<file path="config.mk">
export PLATFORM = sky130hd
export DESIGN_NAME = if_stage
export DESIGN_NICKNAME = d
export VERILOG_FILES = /design/src/rtl/if_stage.sv
export SDC_FILE = /design/constraint.sdc
export NUM_CORES = 1
export LEC_CHECK = 0
export CAP_MARGIN = 15
export CORE_MARGIN = 4
export CORE_UTILIZATION = 52
export DETAILED_ROUTE_END_ITERATION = 6
export PLACE_DENSITY = 0.89
export SLEW_MARGIN = 40
export SYNTH_ARGS = -nofsm -noshare
export SYNTH_HDL_FRONTEND = slang
export SYNTH_SLANG_ARGS = --single-unit
</file>
<file path="constraint.sdc">
create_clock -name clk -period 19.8 [get_ports clk]
set_clock_uncertainty 0.15 [all_clocks]
set_input_delay 3.96 -clock clk [delete_from_list [all_inputs] [get_ports clk]]
set_output_delay 3.96 -clock clk [all_outputs]
set_load 0.005 [all_outputs]
</file>
<file path="src/rtl/if_stage.sv">
// Instruction-fetch stage: owns the PC, drives the instruction SRAM read port and
// defers redirects that arrive while fetch is stalled.
module if_stage #(
  parameter logic [63:0] RESET_PC = 64'h0000_0000_8000_0000
) (
  input  logic        clk,
  input  logic        rst,
  input  logic [5:0]  stall,
  input  logic        br_e,
  input  logic [63:0] br_addr,
  output logic        pc_valid,
  output logic [63:0] pc,
  output logic        inst_sram_en,
  output logic [7:0]  inst_sram_we,
  output logic [63:0] inst_sram_addr,
  output logic [63:0] inst_sram_wdata,
  output logic        fetch_misalign,
  output logic [63:0] fetch_cnt
);

  typedef enum logic {BOOT, RUN} state_t;

  state_t      state_q, state_d;
  logic [63:0] pc_q, pc_d;
  logic        pend_v_q, pend_v_d;
  logic [63:0] pend_addr_q, pend_addr_d;
  logic [63:0] fetch_cnt_q, fetch_cnt_d;

  logic fetch_stall;
  logic running;
  logic unused_stall;

  assign fetch_stall  = stall[0];
  assign unused_stall = ^stall[5:1];
  assign running      = (state_q == RUN);

  assign pc              = pc_q;
  assign fetch_misalign  = running && (pc_q[1:0] != 2'b00);
  assign inst_sram_en    = running && !fetch_misalign;
  // A held pc behind a pending redirect is wrong-path, so it is not handed to decode.
  assign pc_valid        = running && !fetch_misalign && !pend_v_q;
  assign inst_sram_we    = 8'h00;
  assign inst_sram_addr  = {pc_q[63:3], 3'b000};
  assign inst_sram_wdata = 64'h0;
  assign fetch_cnt       = fetch_cnt_q;

  always_comb begin
    state_d     = state_q;
    pc_d        = pc_q;
    pend_v_d    = pend_v_q;
    pend_addr_d = pend_addr_q;
    fetch_cnt_d = fetch_cnt_q;

    if (state_q == BOOT) begin
      state_d = RUN;
    end else begin
      if (br_e && !fetch_stall) begin
        pc_d     = br_addr;
        pend_v_d = 1'b0;
      end else if (br_e) begin
        pend_v_d    = 1'b1;
        pend_addr_d = br_addr;
      end else if (pend_v_q && !fetch_stall) begin
        pc_d     = pend_addr_q;
        pend_v_d = 1'b0;
      end else if (fetch_misalign) begin
        pc_d = pc_q;
      end else if (!fetch_stall) begin
        pc_d = pc_q + 64'd4;
      end

      if (pc_valid && !fetch_stall && !br_e) begin
        fetch_cnt_d = fetch_cnt_q + 64'd1;
      end
    end
  end

  always_ff @(posedge clk or posedge rst) begin
    if (rst) begin
      state_q     <= BOOT;
      pc_q        <= RESET_PC;
      pend_v_q    <= 1'b0;
      pend_addr_q <= 64'h0;
      fetch_cnt_q <= 64'h0;
    end else begin
      state_q     <= state_d;
      pc_q        <= pc_d;
      pend_v_q    <= pend_v_d;
      pend_addr_q <= pend_addr_d;
      fetch_cnt_q <= fetch_cnt_d;
    end
  end

endmodule

</file>
# Yosys cells after proc, flatten, opt, wreduce, memory -nomap -nowiden
# Index checks and enable logic that the tools add are counted.
[word_totals]
reg_bits = 194
latchBits = 0
ramBits = 0
mem_bits_ro = 0
input_bits = 73
output_inout_bits = 267
wordCells = 36
memories = 0
[classes]
addsub = 2
multipliers = 0
div_mod_pow = 0
order_cmp = 0
n_eq_ne = 3
shift = 0
muxes = 8
bitwise_logic = 1
reduce_logical = 17
[ops]
columns = ["cell", "count"]
rows = [
  ["$mux W64", 5],
  ["$add A64 B1 Y64 const B", 1],
  ["$add A64 B3 Y64 const B", 1],
  ["$logic_and A1 B1 Y1", 7],
  ["$ne A3 B1 Y1 const B", 2],
  ["$logic_not A1 Y1", 4],
  ["$reduce_and A2 Y1", 2],
  ["$reduce_and A4 Y1", 1],
  ["$mux W1", 3],
  ["$reduce_and A3 Y1", 1],
  ["$reduce_bool A3 Y1", 1],
  ["$ne A2 B1 Y1 const B", 1],
  ["$reduce_bool A2 Y1", 1],
  ["$not A1 Y1", 1],
]

# Longest topological paths before layout
# Gate-level depths: netlist (run 1).
[logic_depth]
depth_word = 8
mapped_depth = 9
depth_no_buf = 7

# Least setup slack after synthesis (run 1)
# Ideal clock, no wire load.
[synth_timing]
path_kind = "input-to-reg"
startpoint = "input port br_e"
endpoint = "register fetch_cnt_q[59] (netlist: fetch_cnt[59])"
setup_ns = 0.079
t_arrival_ns = 5.820
required_ns = 19.571
slack_ns = 13.751
cell_stages = 8
path_buffers = 2
path_cell_list = "clkbuf_1 -> nor4b_2 -> nand3_1 -> or4_1 -> buf_2 -> nand3b_4 -> nor3_2 -> xor2_1"
[synth_via]
elab_chain_len = 3
[synth_lines]
columns = ["item", "line_no", "source"]
rows = [
  ["from (decl)", "9", "input logic br_e,"],
  ["$logic_not A1 Y1", "72", "if (pc_valid && !fetch_stall && !br_e) begin"],
  ["$logic_and A1 B1 Y1", "72", ""],
  ["$reduce_and A2 Y1 (no source line)", "--", ""],
  ["to (signal assigned)", "90", "fetch_cnt_q <= fetch_cnt_d;"],
  ["to (decl)", "27", "logic [63:0] fetch_cnt_q, fetch_cnt_d;"],
]
# Every way passes these cells.
# A chain may end at the register's enable or synchronous reset.

# Final worst setup path (run 1)
[layout_timing]
startpoint = "input port br_e"
endpoint = "register fetch_cnt_q[62] (netlist: fetch_cnt[62])"
# Same word-level chain as after synthesis.

==> results of run 1 <==
final cells by class:
class	count	area (µm²)
inverter	15	68.82
timing repair buffer	273	2738
clock inverter	11	117.6
multi-input combinational	847	5345
clock buffer	21	480.5
tap	275	344.1
sequential	194	4856
fill	1650	7138
placed cells by master, fill, tap and decap left out, types with 6 or more instances in the layout:
cell type / count
a211oi_1: 10
a21oi_1: 50
a221oi_1: 11
a22o_1: 11
a22oi_1: 12
a31oi_1: 12
and3_1: 20
and4_1: 11
buf_4: 10
clkbuf_16: 17
clkdlybuf4s50_1: 259
conb_1: 76
dfrtp_1: 193
inv_1: 14
mux2_2: 65
nand2_1: 89
nand3_1: 51
nand4_1: 28
nor2_1: 88
nor3_1: 21
nor4_1: 9
o21ai_0: 82
o22ai_1: 20
o31a_1: 6
or3_1: 7
xnor2_1: 45
xor2_1: 43
cell families (layout without fill, tap and decap cells):
| kind of cell | after synthesis | in the layout |
|---|---|---|
| adder cells (fa/ha/maj) | 2 | 2 |
| multiplexers | 68 | 68 |
| buffers and inverters | 206 | 320 |
| AND/OR/NAND/NOR | 369 | 369 |
| other | 2 | 76 |
| flip-flops | 194 | 194 |
| XOR/XNOR | 88 | 88 |
| AO/OA/AOI/OAI | 244 | 244 |
final timing paths:
kind,startpoint,end,slack [ps],depth (start not counted)
min in group asynchronous,rst,pend_addr_q[57]$_DFFE_PP0P_,3950,2
worst max register to register,pc[0]$_DFFE_PP0P_,fetch_cnt[62]$_DFFE_PP0P_,16630,6
max in group asynchronous,rst,pc[13]$_DFFE_PP0P_,14470,3
worst min register to register,fetch_cnt[63]$_DFFE_PP0P_,fetch_cnt[63]$_DFFE_PP0P_,340,1
worst max-delay path,br_e,fetch_cnt[62]$_DFFE_PP0P_,12970,7
worst min-delay path,fetch_cnt[63]$_DFFE_PP0P_,fetch_cnt[63]$_DFFE_PP0P_,340,1
per-stage QoR:
stage	hold WS [ps]	power [W]	utilization [%]	cell area, µm²
floorplan	314.7	0.0007347	-	11440
global placement	305.0	0.0008891	62.97	13280
detailed placement	334.0	0.0009060	63.28	13340
CTS	349.0	0.001259	66.11	13940
global route	362.0	0.001319	66.15	13950
finish	342.6	0.001258	66.15	13950
flip-flops by register name, summed over array words and instances (netlist names):
name and count:
pend_v_q 1, running 1, pc 64, pend_addr_q 64, fetch_cnt 64
worst max-delay path, delay by kind of cell:
kind / cells / cell delay [ps]
xor gates and xnor gates: 1 / 180
and+or+nand+nor: 5 / 2200
buffers and inverters: 1 / 670
report_power, final:
| part | internal, W | switching, W | leakage (nW) |
|---|---|---|---|
| combinational | 0.000208 | 0.000144 | 3.10 |
| sequential | 0.000460 | 0.0000936 | 2.39 |
| clock | 0.000191 | 0.000162 | 0.283 |
| total | 0.000858 | 0.000399 | 5.77 |
layer usage:
layer | up-vias | GRT usage (%) | part of all wire [%]
met5 | - | 0 | 0.12
met4 | 6 | 8.495 | 2.5
met3 | 78 | 6.771 | 10
met1 | 4801 | 34.63 | 38
met2 | 622 | 43.93 | 49
li1 | 4343 | - | -
==> out/results.tsv, run 1 <==
stage	metric	value	unit
critical_path	Worst Setup End Kind	flop	
yosys	synthesized cell area	0.01116	mm²
power	Max IR drop VDD	59.46	µV
yosys	Compound-Gate Fraction of Synth Area	13.80	%
timing	final setup fails	0	
drt	final WL	32.75	mm
drt	DRC Markers	0	
grt	Tot GR Track Use	26.64	%
cts	CTS Buf Count	17	
yosys	Synth warnings	0	
power	P_leak	5.771	nW
grt	initial antenna violation count	3	
cts	CTS tree	built	
status	status	completed	
floorplanning	die area	0.02387	mm²
critical_path	worst-path fanout max	13	
floorplanning	I/O Pins	340	
yosys	largest family of logic cells by synthesized area	simple AND/OR/NAND/NOR gates	
critical_path	Critical Setup Path Class	in2reg	
grt	total grt overflow	0	
floorplanning	Site Rows	53	
timing	Final WS setup	12970	ps
timing	Slew HR	41.63	%
yosys	cell taking the most area after synthesis	dfrtp_1	
placed_design	Port Buffers	259	
timing	Achievable Freq	146.5	MHz
yosys	synth unique cells	69	
drt	Vias/cell	6.021	
timing	RSZ-0062 raised after global routing	no	
yosys	Cells after Synth	1173	
critical_path	largest stage delay on the critical path	670	ps
critical_path	Critical Path RT	20000	ps
grt	vias in the first global route	9753	
drt	Final ANT Viol Nets	0	
cts	clk_lat worst skew	430	ps
cts	clock sink total	194	
cts	postcts setup bufs	0	
yosys	Async S/R FF share, synth	100.0	%
drt	DRT Pass-1 Iters	5	
yosys	Main synth FF type	dfrtp_1	
yosys	Synth area leaders	dfrtp_1 (43%), buf_4 (9.1%), mux2_2 (6.6%)	
yosys	register area share after synthesis	43.50	%
placed_design	GP Congestion	0.8493	
power	cell area power density	90.15	mW/mm²
cts	Clock Tree Root	clkbuf_16	
critical_path	Worst path most repeated cell	nand2_1	
timing	setup_tns	0	ps
yosys	top post-synthesis cells by count	dfrtp_1 (193), buf_4 (136), nand2_1 (89), nor2_1 (89), o21ai_0 (82)	
critical_path	Slowest-stage cell, CP	clkdlybuf4s50_1	
timing	fin. max-slew vios	0	
drt	WL/cell	20.02	µm
cells_and_area	fin cells	1636	
floorplanning	Chip Height	154.5	µm
yosys	mux cell area share after synthesis	6.827	%
timing	endpoints failing hold	0	
timing	post-layout min period	6828	ps
floorplanning	die width	154.5	µm
cts	# resized after CTS	0	
yosys	Post-synth EDFFs	0	
placed_design	hpwl dp	22.33	mm
yosys	Simple-Gate Fraction of Synth Area	17.11	%
yosys	leading cell type by number of instances after synthesis	dfrtp_1	
yosys	top-area cell type share of the netlist area	43.27	%
cts	CTS clk-pin slew, worst paths	70	ps
critical_path	sequence of cells on the critical path	clkdlybuf4s50_1 > nor4b_2 > nand2_1 > nor3_1 > nand2_1 > nor4_1 > xor2_1	
yosys	adder-cell share of the synthesized area	0.2242	%
placed_design	pre-CTS setup slack	12510	ps
cts	CTS Hold Bufs	0	
floorplanning	Placeable Area	0.02109	mm²
floorplanning	Initial Utilization	52.93	%
critical_path	crit path DAT	7030	ps
job	max-capacitance violation count	0	
yosys	Post-Synth XOR/XNOR Area	6.905	%
drt	Vias	9850	
timing	measured slew at the worst slew-check pin	875.6	ps
cts	H-tree depth	4	
cells_and_area	layout cell share with drive strength beyond 1	10.07	%
drt	DR iter-0 viols	950	
yosys	Syn Area/Cell	9.516	µm²
placed_design	dpl cells	1604	
grt	first-pass GRT wire length	51.65	mm
grt	largest net degree at the start of global routing	133	
critical_path	Critical Path Start Type	primary input	
worst_hold_path	Tightest Hold Check Type	reg2reg	
yosys	FF+latch count, synth	194	
cells_and_area	Syn-to-layout area delta	24.97	%
cells_and_area	antenna cells	0	
cts	deepest clock path buffer count	2	
cells_and_area	Total Nets Final	1423	
timing	final period utilization	34.49	%
No activity file was read; power rests on OpenSTA's default activity.
==> run 2, diff against run 1 <==
--- a/config.mk
+++ b/config.mk
@@ -7,9 +7,9 @@
 export LEC_CHECK = 0
 export CAP_MARGIN = 15
 export CORE_MARGIN = 4
-export CORE_UTILIZATION = 52
+export CORE_UTILIZATION = 43
 export DETAILED_ROUTE_END_ITERATION = 6
-export PLACE_DENSITY = 0.89
+export PLACE_DENSITY = 0.79
 export SLEW_MARGIN = 40
 export SYNTH_ARGS = -nofsm -noshare
 export SYNTH_HDL_FRONTEND = slang
==> constraint.sdc (replaced) <==
create_clock -name clk -period 5.9 [get_ports clk]
set_clock_uncertainty 0.15 [all_clocks]
set_input_delay 1.18 -clock clk [delete_from_list [all_inputs] [get_ports clk]]
set_output_delay 1.18 -clock clk [all_outputs]
set_load 0.005 [all_outputs]
==> out/results.tsv, run 2 (same netlist as run 1, synthesis figures left out) <==
stage	metric	value	unit	change
timing	fin. max-slew vios	0		unchanged
placed_design	dpl cells	1663		was 1604
timing	endpoints failing hold	0		unchanged
cts	CTS Buf Count	17		unchanged
critical_path	Slowest-stage cell, CP	clkdlybuf4s50_1		unchanged
cts	CTS Hold Bufs	0		unchanged
power	Power Internal	0.002930	W	was 0.0008582 W
cells_and_area	most frequent cells in the layout	clkdlybuf4s50_1 (259), dfrtp_1 (193), nand2_1 (89)		unchanged
critical_path	r2r setup slk	2650	ps	was 16630 ps
cells_and_area	Syn-to-layout area delta	26.41	%	was 24.97%
timing	Achievable Freq	239.3	MHz	
cts	CTS tree	built		unchanged
drt	DR iter-0 viols	784		was 950
cells_and_area	Total Nets Final	1428		was 1423
power	P_leak	5.809	nW	was 5.771 nW
placed_design	GP Congestion	0.8451		was 0.8493
placed_design	hpwl dp	23.39	mm	was 22.33 mm
power	Comb pwr share	27.4	%	was 27.9%
cells_and_area	layout cell share with drive strength beyond 1	10.40	%	was 10.07%
power	cell area power density	302.4	mW/mm²	was 90.15 mW/mm²
critical_path	worst setup path endpoint	fetch_cnt[62]$_DFFE_PP0P_		unchanged
timing	final period utilization	70.83	%	
critical_path	worst r2r src	pend_v_q$_DFFE_PP0P_		was pc[0]$_DFFE_PP0P_
grt	total grt overflow	0		unchanged
floorplanning	die area	0.02860	mm²	was 0.02387 mm²
timing	Slew HR	49.62	%	was 41.63%
power	Switch Pwr	0.001337	W	was 0.0003993 W
cts	postcts setup bufs	0		unchanged
cts	CTS clk-pin slew, worst paths	70	ps	about the same
floorplanning	Site Rows	58		was 53
power	Reg power frac	43.6	%	was 44.0%
job	max-capacitance violation count	0		unchanged
power	Net Sw Frac	31.34	%	was 31.75%
critical_path	Critical Setup Path Class	in2reg		unchanged
critical_path	Worst path most repeated cell	nand2_1		unchanged
critical_path	largest stage delay on the critical path	680	ps	was 670 ps
grt	Tot GR Track Use	21.98	%	was 26.64%
cells_and_area	# fillers	2239		was 1650
critical_path	crit path DAT	4360	ps	was 7030 ps
drt	Vias/cell	5.638		was 6.021
cts	# resized after CTS	0		unchanged
cts	clk_lat worst skew	420	ps	was 430 ps
drt	DRC Markers	0		unchanged
grt	largest net degree at the start of global routing	101		was 133
timing	final hold slack	315.8	ps	was 342.6 ps
floorplanning	I/O Pins	340		unchanged
timing	setup_tns	0	ps	unchanged
drt	Vias	9562		was 9850
timing	post-layout min period	4179	ps	
critical_path	Critical Path Start Type	primary input		unchanged
floorplanning	Initial Utilization	44.07	%	was 52.93%
drt	Final ANT Viol Nets	0		unchanged
timing	final setup fails	0		unchanged
power	Clock power frac	29.0	%	was 28.0%
cts	deepest clock path buffer count	2		unchanged
critical_path	reg2reg end	fetch_cnt[62]$_DFFE_PP0P_		unchanged
worst_hold_path	Tightest Hold Check Type	reg2reg		unchanged
cts	clock sink total	194		unchanged
placed_design	Port Buffers	259		unchanged
critical_path	CP Launch Point	br_e		unchanged
cells_and_area	commonest non-fill, non-tap cell in the layout	clkdlybuf4s50_1		unchanged
floorplanning	Chip Height	169.1	µm	was 154.5 µm
drt	final WL	32.53	mm	was 32.75 mm
grt	vias in the first global route	9230		was 9753
cts	H-tree depth	4		unchanged
timing	RSZ-0062 raised after global routing	no		unchanged
critical_path	Worst Setup End Kind	flop		unchanged
grt	initial antenna violation count	2		was 3
critical_path	reg2reg path depth	6		unchanged
drt	WL/cell	19.18	µm	was 20.02 µm
floorplanning	Placeable Area	0.02533	mm²	was 0.02109 mm²
drt	DRT Pass-1 Iters	5		unchanged
critical_path	Critical Path RT	6080	ps	was 20000 ps
cells_and_area	fin cells	1696		was 1636
status	status	completed		unchanged
grt	first-pass GRT wire length	50.96	mm	was 51.65 mm
cells_and_area	antenna cells	0		unchanged
power	Max IR drop VDD	169.8	µV	was 59.46 µV
critical_path	worst-path fanout max	13		unchanged
cts	Clock Tree Root	clkbuf_16		unchanged
timing	measured slew at the worst slew-check pin	749.9	ps	was 875.6 ps
critical_path	sequence of cells on the critical path	clkdlybuf4s50_1 > nor4b_2 > nand2_1 > nor3_1 > nand2_1 > nor4_1 > xor2_1		unchanged
floorplanning	die width	169.1	µm	was 154.5 µm
## run 2: worst max-delay path, delay by kind of cell
kind	cells	cell delay, ps
buf+inv	1	680
simple gates	5	2300
xor+xnor	1	210
## run 2: layer usage
layer	GRT usage (%)	part of all wire, %	wire, µm
met1	29.54	42	13610
met4	6.055	1.5	472
met5	0	0.083	27
met3	4.040	7.9	2582
met2	36.78	49	15840
## run 2: through the flow
step                utilization (%)  power [W]  cell area [µm²]  setup slack, ps
global placement              52.80   0.003005            13370             1443
detailed placement            53.23   0.003049            13480             1291
finish                        55.71   0.004267            14110             1721
CTS                           55.68   0.004297            14100             1731
global route                  55.71   0.004491            14110             1565
floorplan                         -   0.002466            11440             2066
## run 2: how the worst min path moves through the flow
| stage | end | from | cells past startpoint |
|---|---|---|---|
| after floorplan | fetch_cnt[63]$_DFFE_PP0P_ | fetch_cnt[63]$_DFFE_PP0P_ | 1 |
| after global placement | fetch_cnt[63]$_DFFE_PP0P_ | fetch_cnt[63]$_DFFE_PP0P_ | 1 |
| after detailed placement | fetch_cnt[63]$_DFFE_PP0P_ | fetch_cnt[63]$_DFFE_PP0P_ | 1 |
| after CTS | fetch_cnt[63]$_DFFE_PP0P_ | fetch_cnt[63]$_DFFE_PP0P_ | 1 |
| after global routing | fetch_cnt[42]$_DFFE_PP0P_ | fetch_cnt[42]$_DFFE_PP0P_ | 1 |
| final | fetch_cnt[63]$_DFFE_PP0P_ | fetch_cnt[63]$_DFFE_PP0P_ | 1 |
## run 2: power groups by stage
stage / clock (W) / sequential, W / combinational, W
6_report: 0.00124 / 0.00186 / 0.00117
5_1_grt: 0.00131 / 0.00190 / 0.00128
4_1_cts: 0.00126 / 0.00186 / 0.00118
3_5_place_dp: 0 / 0.00188 / 0.00117
3_3_place_gp: 0 / 0.00187 / 0.00114
2_1_floorplan: 0 / 0.00178 / 0.000682
## run 2: cell type report
type | instances | area (µm²) | share of cell area, %
well taps | 330 | 412.9 | 2.926
inverters | 15 | 60.06 | 0.4256
repair buffers | 278 | 2813 | 19.93
clock inverters | 14 | 191.4 | 1.357
multi-input cells | 847 | 5348 | 37.90
flip-flops and latches | 194 | 4856 | 34.42
clock buffers | 18 | 429.2 | 3.042
==> run 3, diff against run 2 <==
--- a/config.mk
+++ b/config.mk
@@ -7,9 +7,9 @@
 export LEC_CHECK = 0
 export CAP_MARGIN = 15
 export CORE_MARGIN = 4
-export CORE_UTILIZATION = 43
+export CORE_UTILIZATION = 48
 export DETAILED_ROUTE_END_ITERATION = 6
-export PLACE_DENSITY = 0.79
+export PLACE_DENSITY = 0.84
 export SLEW_MARGIN = 40
 export SYNTH_ARGS = -nofsm -noshare
 export SYNTH_HDL_FRONTEND = slang
==> constraint.sdc (replaced) <==
create_clock -name clk -period 4.2 [get_ports clk]
set_clock_uncertainty 0.15 [all_clocks]
set_input_delay 0.84 -clock clk [delete_from_list [all_inputs] [get_ports clk]]
set_output_delay 0.84 -clock clk [all_outputs]
set_load 0.005 [all_outputs]
==> out/results.tsv, run 3 (same netlist as run 1, synthesis figures left out) <==
stage	metric	value	unit	change
placed_design	Port Buffers	259		unchanged
job	max-capacitance violation count	0		unchanged
timing	Slew HR	51.78	%	was 49.62%
cells_and_area	# fillers	1875		was 2239
floorplanning	Initial Utilization	49.00	%	was 44.07%
timing	final period utilization	76.88	%	
power	Net Sw Frac	32.71	%	was 31.34%
drt	Vias	9823		was 9562
cts	Clock Tree Root	clkbuf_16		unchanged
cts	CTS clk-pin slew, worst paths	70	ps	about the same
critical_path	Critical Path Start Type	flop		was primary input
cts	deepest clock path buffer count	2		unchanged
timing	Achievable Freq	309.7	MHz	
drt	DRT Pass-1 Iters	6		was 5
cells_and_area	most frequent cells in the layout	clkdlybuf4s50_1 (259), dfrtp_1 (193), nand2_1 (89)		unchanged
critical_path	sequence of cells on the critical path	nor2_1 > and2_1 > nor2b_1 > clkdlybuf4s50_1		was clkdlybuf4s50_1 > nor4b_2 > nand2_1 > nor3_1 > nand2_1 > nor4_1 > xor2_1
grt	vias in the first global route	9676		was 9230
floorplanning	Site Rows	55		was 58
worst_hold_path	Tightest Hold Check Type	reg2reg		unchanged
grt	gr busiest metal	met2		unchanged
cells_and_area	Total Nets Final	1437		was 1428
grt	GRT met2 Usage	40.18	%	was 36.78%
cells_and_area	antenna cells	0		unchanged
drt	Vias/cell	5.819		was 5.638
power	Comb pwr share	27.7	%	was 27.4%
power	Clock power frac	28.8	%	was 29.0%
grt	GR Layer Usage met1	31.58	%	was 29.54%
floorplanning	Chip Height	160.5	µm	was 169.1 µm
critical_path	Critical Setup Path Class	reg2out		was in2reg
cells_and_area	commonest non-fill, non-tap cell in the layout	clkdlybuf4s50_1		unchanged
cts	CTS Hold Bufs	0		unchanged
grt	initial antenna violation count	1		was 2
drt	Final ANT Viol Nets	0		unchanged
grt	Tot GR Track Use	24.72	%	was 21.98%
timing	post-layout min period	3229	ps	
drt	DRC Markers	0		unchanged
placed_design	GP Congestion	0.8904		was 0.8451
drt	final WL	33.02	mm	was 32.53 mm
power	Switch Pwr	0.001962	W	was 0.001337 W
critical_path	crit path DAT	2240	ps	was 4360 ps
floorplanning	Placeable Area	0.02278	mm²	was 0.02533 mm²
critical_path	Critical Path RT	3210	ps	was 6080 ps
drt	DR iter-0 viols	829		was 784
cells_and_area	final core occ	61.91	%	was 55.71%
timing	endpoints failing hold	0		unchanged
grt	Global Route met3 Usage	7.108	%	was 4.040%
cts	CTS tree	built		unchanged
cts	postcts setup bufs	0		unchanged
cells_and_area	Syn-to-layout area delta	26.34	%	was 26.41%
power	Max IR drop VDD	243.6	µV	was 169.8 µV
cts	clock sink total	194		unchanged
critical_path	worst-path fanout max	7		was 13
floorplanning	die width	160.5	µm	was 169.1 µm
timing	setup_tns	0	ps	unchanged
critical_path	largest stage delay on the critical path	570	ps	was 680 ps
grt	first-pass GRT wire length	51.69	mm	was 50.96 mm
cts	CTS Buf Count	17		unchanged
critical_path	Worst Setup End Kind	output pin		was flop
grt	total grt overflow	0		unchanged
timing	measured slew at the worst slew-check pin	723.3	ps	was 749.9 ps
power	P_leak	5.842	nW	was 5.809 nW
cts	H-tree depth	4		unchanged
power	Reg power frac	43.5	%	was 43.6%
floorplanning	die area	0.02576	mm²	was 0.02860 mm²
timing	RSZ-0062 raised after global routing	no		unchanged
timing	final setup fails	0		unchanged
cts	clk_lat worst skew	440	ps	was 420 ps
placed_design	hpwl dp	23.39	mm	about the same
drt	WL/cell	19.56	µm	was 19.18 µm
cts	# resized after CTS	0		unchanged
grt	largest net degree at the start of global routing	83		was 101
timing	fin. max-slew vios	0		unchanged
power	cell area power density	425.4	mW/mm²	was 302.4 mW/mm²
critical_path	Slowest-stage cell, CP	clkdlybuf4s50_1		unchanged
status	status	completed		unchanged
cells_and_area	layout cell share with drive strength beyond 1	10.91	%	was 10.40%
floorplanning	I/O Pins	340		unchanged
power	Power Internal	0.004037	W	was 0.002930 W
==> run 3: path summary, 6_finish.rpt <==
| path | slack (ps) | startpoint | cells past startpoint | end |
|---|---|---|---|---|
| min in group asynchronous | 580 | rst | 2 | pend_addr_q[1]$_DFFE_PP0P_ |
| hold reg to reg | 320 | fetch_cnt[63]$_DFFE_PP0P_ | 1 | fetch_cnt[63]$_DFFE_PP0P_ |
| setup reg to reg | 990 | pc[8]$_DFFE_PP0P_ | 6 | pc[60]$_DFFE_PP0P_ |
| max in group asynchronous | 2320 | rst | 3 | fetch_cnt[39]$_DFFE_PP0P_ |
| hold / removal | 320 | fetch_cnt[63]$_DFFE_PP0P_ | 1 | fetch_cnt[63]$_DFFE_PP0P_ |
| setup / recovery | 970 | pc[0]$_DFFE_PP0P_ | 4 | pc_valid |
==> run 3: routing by layer <==
layer / vias up / share of wire, %
met2: 570 / 48
met1: 4814 / 39
li1: 4368 / -
met4: 2 / 2.6
met3: 69 / 11
met5: - / 0.024
==> run 3: final cells by class <==
type | count | area (µm²) | share of cell area [%]
multi-input combinational | 847 | 5340 | 37.87
timing repair buffer | 287 | 2828 | 20.05
inverter | 15 | 60.06 | 0.4259
clock buffer | 18 | 439.2 | 3.114
clock inverter | 14 | 187.7 | 1.331
tap | 313 | 391.6 | 2.777
sequential | 194 | 4856 | 34.43
==> run 3: power by group through the flow <==
stage	clock network [W]	logic [W]	registers (W)
6_report	0.00173	0.00166	0.00261
5_1_grt	0.00183	0.00181	0.00266
4_1_cts	0.00175	0.00167	0.00260
3_5_place_dp	0	0.00166	0.00263
3_3_place_gp	0	0.00162	0.00261
2_1_floorplan	0	0.000958	0.00251
==> run 3: worst max-delay path, delay by kind of cell (launching register included) <==
family / cells / cell delay, ps
flip-flops: 1 / 410
AND/OR/NAND/NOR: 3 / 840
buffers and inverters: 1 / 570
==> run 3: metrics by stage <==
step / hold WS [ps] / setup slack, ps / cell area (µm²) / std cells / total power, W
floorplan: 314.7 / 706.4 / 11440 / 1247 / 0.003464
global placement: 307.1 / 710.6 / 13480 / 1656 / 0.004223
detailed placement: 306.9 / 654.7 / 13480 / 1656 / 0.004284
CTS: 320.8 / 928.7 / 14100 / 1688 / 0.006017
global route: 343.1 / 836.1 / 14100 / 1688 / 0.006291
finish: 315.3 / 971.2 / 14100 / 1688 / 0.005999
==> RTL edit 1: new RTL, settings of run 3 <==
Take the reset off `pend_addr_q` and load it in a clocked block of its own.
--- a/src/rtl/if_stage.sv
+++ b/src/rtl/if_stage.sv
@@ -82,3 +82,2 @@
       pend_v_q    <= 1'b0;
-      pend_addr_q <= 64'h0;
       fetch_cnt_q <= 64'h0;
@@ -88,3 +87,2 @@
       pend_v_q    <= pend_v_d;
-      pend_addr_q <= pend_addr_d;
       fetch_cnt_q <= fetch_cnt_d;
@@ -93,2 +91,6 @@
 
+  always_ff @(posedge clk) begin
+    pend_addr_q <= pend_addr_d;
+  end
+
 endmodule
Formal check against the unedited RTL: same outputs for any inputs over 4 cycles, from zero or initial values and one cycle with rst high; that may be too few to reach the edited logic, so the function may still have changed.
==> RTL edit 1 against run 3 <==
Worst setup slack lost 0.18 ns. Sequential power shrank 5%. Area after synthesis shrank 6.0%. Non-clock buffer count shrank 8. Total power shrank 8.1%. Fmax shrank 5.3%. Critical path depth grew 3. Combinational power shrank 19%. Hold slack gained 0.025 ns. Sequential cell count is the same. Largest cell class is now registers. Cell area shrank 5.2%. Routed wire length shrank 9.9%.
==> RTL edit 1: results (changes against run 3) <==
* Global routing usage summed across all routing layers: 24.1% (-0.65 points)
- The relative area of non-clock buffer cells in the final design is 21.0% (+0.96 points).
- In this run the critical register-to-register path is launched from pc[3].
- The pre-CTS setup slack was 0.350 ns (-0.305 ns).
- Xor/xnor cell area share of the yosys netlist: 8.60% (+1.7 points)
- Critical path peak fanout: 10 (+3)
- Number of standard cells in the layout, taps in and fillers out: 1541 (-8.7%)
* Switching part of the total power: 31.5% (-1.2 points)
- Last weighted congestion value of the routability-driven placer: 0.831 (-6.7%)
- Endpoint arrival time on the critical path: 3.63 ns (+1.39 ns)
- Area fraction in compound gates after synthesis: 11.9% (-1.9 points)
- Relative to the synthesized area, the layout overhead comes to 27.5%.
- Cell count after synthesis: 1058 (-9.8%)
* Multi-input gate count: 735 (-13%)
- Non-clock buffer count in the final layout: 279 (-2.8%)
- Async set-or-reset flop fraction in the synthesized netlist: 67.0% (-33 points)
* Diode insertion count for antenna repair: 2 (+2)
* Worst-margin pin slew: 0.726 ns (+0.00293 ns)
- Routed wire length: 29800 um (-9.9%)
- Fraction of the mapped netlist area in adder cells: 0.239% (+0.014 points)
- The run finished with clean final reports.
* HPWL reported at the end of detailed placement: 20900 um (-11%)
- Number of ordinary inverters in the final layout: 24 (+9)
* Number of distinct library cells after synthesis: 58 (-16%)
* Clk pwr: 1.68 mW (-3%)
* Leakage power total: 5.28 nW (-9.6%)
- The sequential cell area came to 5180 um^2 (+6.6%).
- Worst r2r dst: pc[48]
- Crit Path Class: input port to register
- The count of cells along the worst register-to-register path came to 7 (+1).
==> RTL edit 1: worst min-delay path by stage <==
stage                          startpoint      to  slack, ns  cells after the start
after floorplan           pend_addr_q[28]  pc[28]       0.30                      2
after global placement    pend_addr_q[28]  pc[28]       0.31                      2
after detailed placement  pend_addr_q[31]  pc[31]       0.32                      2
after CTS                 pend_addr_q[28]  pc[28]       0.34                      2
after global routing      pend_addr_q[41]  pc[41]       0.36                      2
final                     pend_addr_q[28]  pc[28]       0.34                      2
==> RTL edit 1: layer usage <==
layer / track usage (%) / vias up / share of wire [%]
li1: - / 3956 / -
met1: 30.5 / 4227 / 40
met2: 40.6 / 397 / 50
met3: 6.57 / 45 / 9.0
met4: 7.00 / 2 / 1.4
met5: 0 / - / 0.037
==> RTL edit 2: new RTL, config.mk and constraints of run 3 <==
Without the edit above. Change the parameter `RESET_PC` from 64'h0000_0000_8000_0000 to 64'h0000000060000000.
--- a/src/rtl/if_stage.sv
+++ b/src/rtl/if_stage.sv
@@ -3,3 +3,3 @@
 module if_stage #(
-  parameter logic [63:0] RESET_PC = 64'h0000_0000_8000_0000
+  parameter logic [63:0] RESET_PC = 64'h0000000060000000
 ) (
Function: changed (Yosys sat finds a counterexample within 4 cycles, from zero or initial values and one cycle with rst high).
==> RTL edit 2 against run 3 <==
Clock power shrank 13%. Area after synthesis is essentially flat. Worst setup slack gained 0.032 ns. Hold slack gained 0.0046 ns. Cell area shrank 0.53%. Non-clock buffer count is the same. Total power shrank 3.7%. Synthesized cell count is the same. Critical path depth grew 2. Routed wire length shrank 3.0%. Final cell count is the same. Critical endpoint is now pc[60]. Sequential cell count is the same. Largest power group unchanged.
==> RTL edit 2: results (changes against run 3) <==
* Status: finished, final reports clean
* Diode insertion count for antenna repair: 0 (unchanged)
* Async set-or-reset flop fraction in the synthesized netlist: 100% (unchanged)
* Via count of the first global-routing pass: 9583 (-0.96%)
* H-tree level count: 4 (unchanged)
* Count of synthesis-stage warnings from yosys: 0 (unchanged)
- The final count of hold timing violations is 0 (unchanged).
- Initial detailed-routing violation count: 841 (+1.4%)
- The filler cell count is 1874 (-0.053%).
- Clock edge transition at the registers on the reported setup and hold paths: 0.07 ns (about the same)
* Pin count of the biggest net entering global routing: 68 (-18%)
* Worst VDD drop: 0.273 mV (+12%)
- The maximum root-to-sink buffer count is 2 (unchanged).
- Yosys attributes the largest share of cell area to sky130_fd_sc_hd__dfrtp_1 43%, sky130_fd_sc_hd__buf_4 9.1%, sky130_fd_sc_hd__mux2_2 6.6%.
* Commonest cells post-synth: 192 x sky130_fd_sc_hd__dfrtp_1, 136 x sky130_fd_sc_hd__buf_4, 89 x sky130_fd_sc_hd__nand2_1, 89 x sky130_fd_sc_hd__nor2_1, 82 x sky130_fd_sc_hd__o21ai_0
- The routed wire length came to 32000 um (-3.0%).
* Number of post-CTS setup repair buffers: 0 (unchanged)
* Met2 Usage GRT: 40.4% (+0.23 points)
* GR Util met3: 6.85% (-0.26 points)
* First-pass GRT wire length: 51000 um (-1.3%)
* Number of iterations in the first detailed-routing pass: 5 (-1)
- The tightest min-delay check is of the register to register type.
- Count of buffers inserted at the top-level ports: 259 (unchanged)
- The number of antenna violations at the first check in global routing is 2 (+1).
- Insertion delay of the later-clocked pin in the worst-skew pair: about 0.43 ns
* Worst slack after detailed placement: 0.573 ns (-0.0821 ns)
- Layout cells sized above 1: 10.8% (-0.15 points)
- Last weighted congestion value of the routability-driven placer: 0.862 (-3.2%)
- Register area share after synthesis: 43.5% (about the same)
- Number of vias in the routed layout: 9689 (-1.4%)
- The biggest cell delay along the critical path is 0.72 ns (+0.15 ns).
* Worst-margin pin slew: 0.811 ns (+0.0875 ns)
* Number of distinct library cells after synthesis: 69 (unchanged)
- Post-cts sizing count: 0 (unchanged)
* Leakage power total: 5.79 nW (-0.91%)
- Grt met1 use: 30.8% (-0.76 points)
* Global routing usage summed across all routing layers: 24.3% (-0.43 points)
* Critical path peak fanout: 10 (+3)
- Master of the slowest instance on the critical path: sky130_fd_sc_hd__nor4_4
* Count of nets after finishing: 1437 (unchanged)
- HPWL reported at the end of detailed placement: 23100 um (-1.2%)
- The tree is rooted in a sky130_fd_sc_hd__clkbuf_16.
- The arrival time at the worst endpoint came to 3.38 ns (+1.14 ns).
* Cts bufs inserted: 17 (unchanged)
RTL edit 2: changes by cell type after synthesis:
cell	run 3	this run
sky130_fd_sc_hd__dfstp_2	1	2
sky130_fd_sc_hd__dfrtp_1	193	192
RTL edit 2: cell type report:
type                    count  area share (%)
well taps                 313            2.79
clock buffers              22            3.24
clock inverters            10           0.562
multi-input cells         847            38.1
flip-flops and latches    194            34.6
inverters                  15           0.428
repair buffers            287            20.2
RTL edit 2: final timing paths:
check	start	end	slack (ns)	depth (start not counted)
worst min register to register	fetch_cnt[63]	fetch_cnt[63]	0.32	1
min in group asynchronous	rst	pc[51]	0.57	2
worst min-delay path	fetch_cnt[63]	fetch_cnt[63]	0.32	1
max in group asynchronous	rst	pend_addr_q[27]	2.61	3
worst max-delay path	pc[8]	pc[60]	1.00	6
worst max register to register	pc[8]	pc[60]	1.00	6
RTL edit 2: logic make-up (layout without fill, tap and decap cells):
kind of cell | after synthesis | count (layout) | share of synthesized area, %
fa+ha+maj | 2 | 2 | 0.224
simple gates | 369 | 369 | 17.1
other cells | 2 | 76 | 0.0673
xor+xnor | 88 | 88 | 6.90
buf+inv | 206 | 334 | 11.6
mux | 68 | 68 | 6.83
flops | 194 | 194 | 43.5
compound gates | 244 | 244 | 13.8
RTL edit 2: power by group:
group,internal [mW],switching (mW),total (mW)
Clock,0.781,0.733,1.51
Combinational,0.990,0.664,1.65
Sequential,2.17,0.435,2.61
RTL edit 2: metal layers:
| metal | up-vias | share of wire, % |
|---|---|---|
| li1 | 4363 | - |
| met1 | 4739 | 40 |
| met2 | 515 | 49 |
| met3 | 68 | 9.3 |
| met4 | 4 | 2.3 |
| met5 | - | 0.11 |
RTL edit 2: critical path: cells and delay by family (launching register included):
| family | cells | cell delay, ns |
|---|---|---|
| simple gates | 4 | 1.97 |
| flops | 1 | 0.47 |
| compound gates | 2 | 0.50 |
RTL edit 2: through the flow:
stage | cells | hold slack, ns | instance area, um^2
floorplan | 1247 | 0.315 | 11400
global placement | 1656 | 0.304 | 13500
detailed placement | 1656 | 0.312 | 13500
CTS | 1688 | 0.329 | 14000
global route | 1688 | 0.349 | 14000
finish | 1688 | 0.320 | 14000
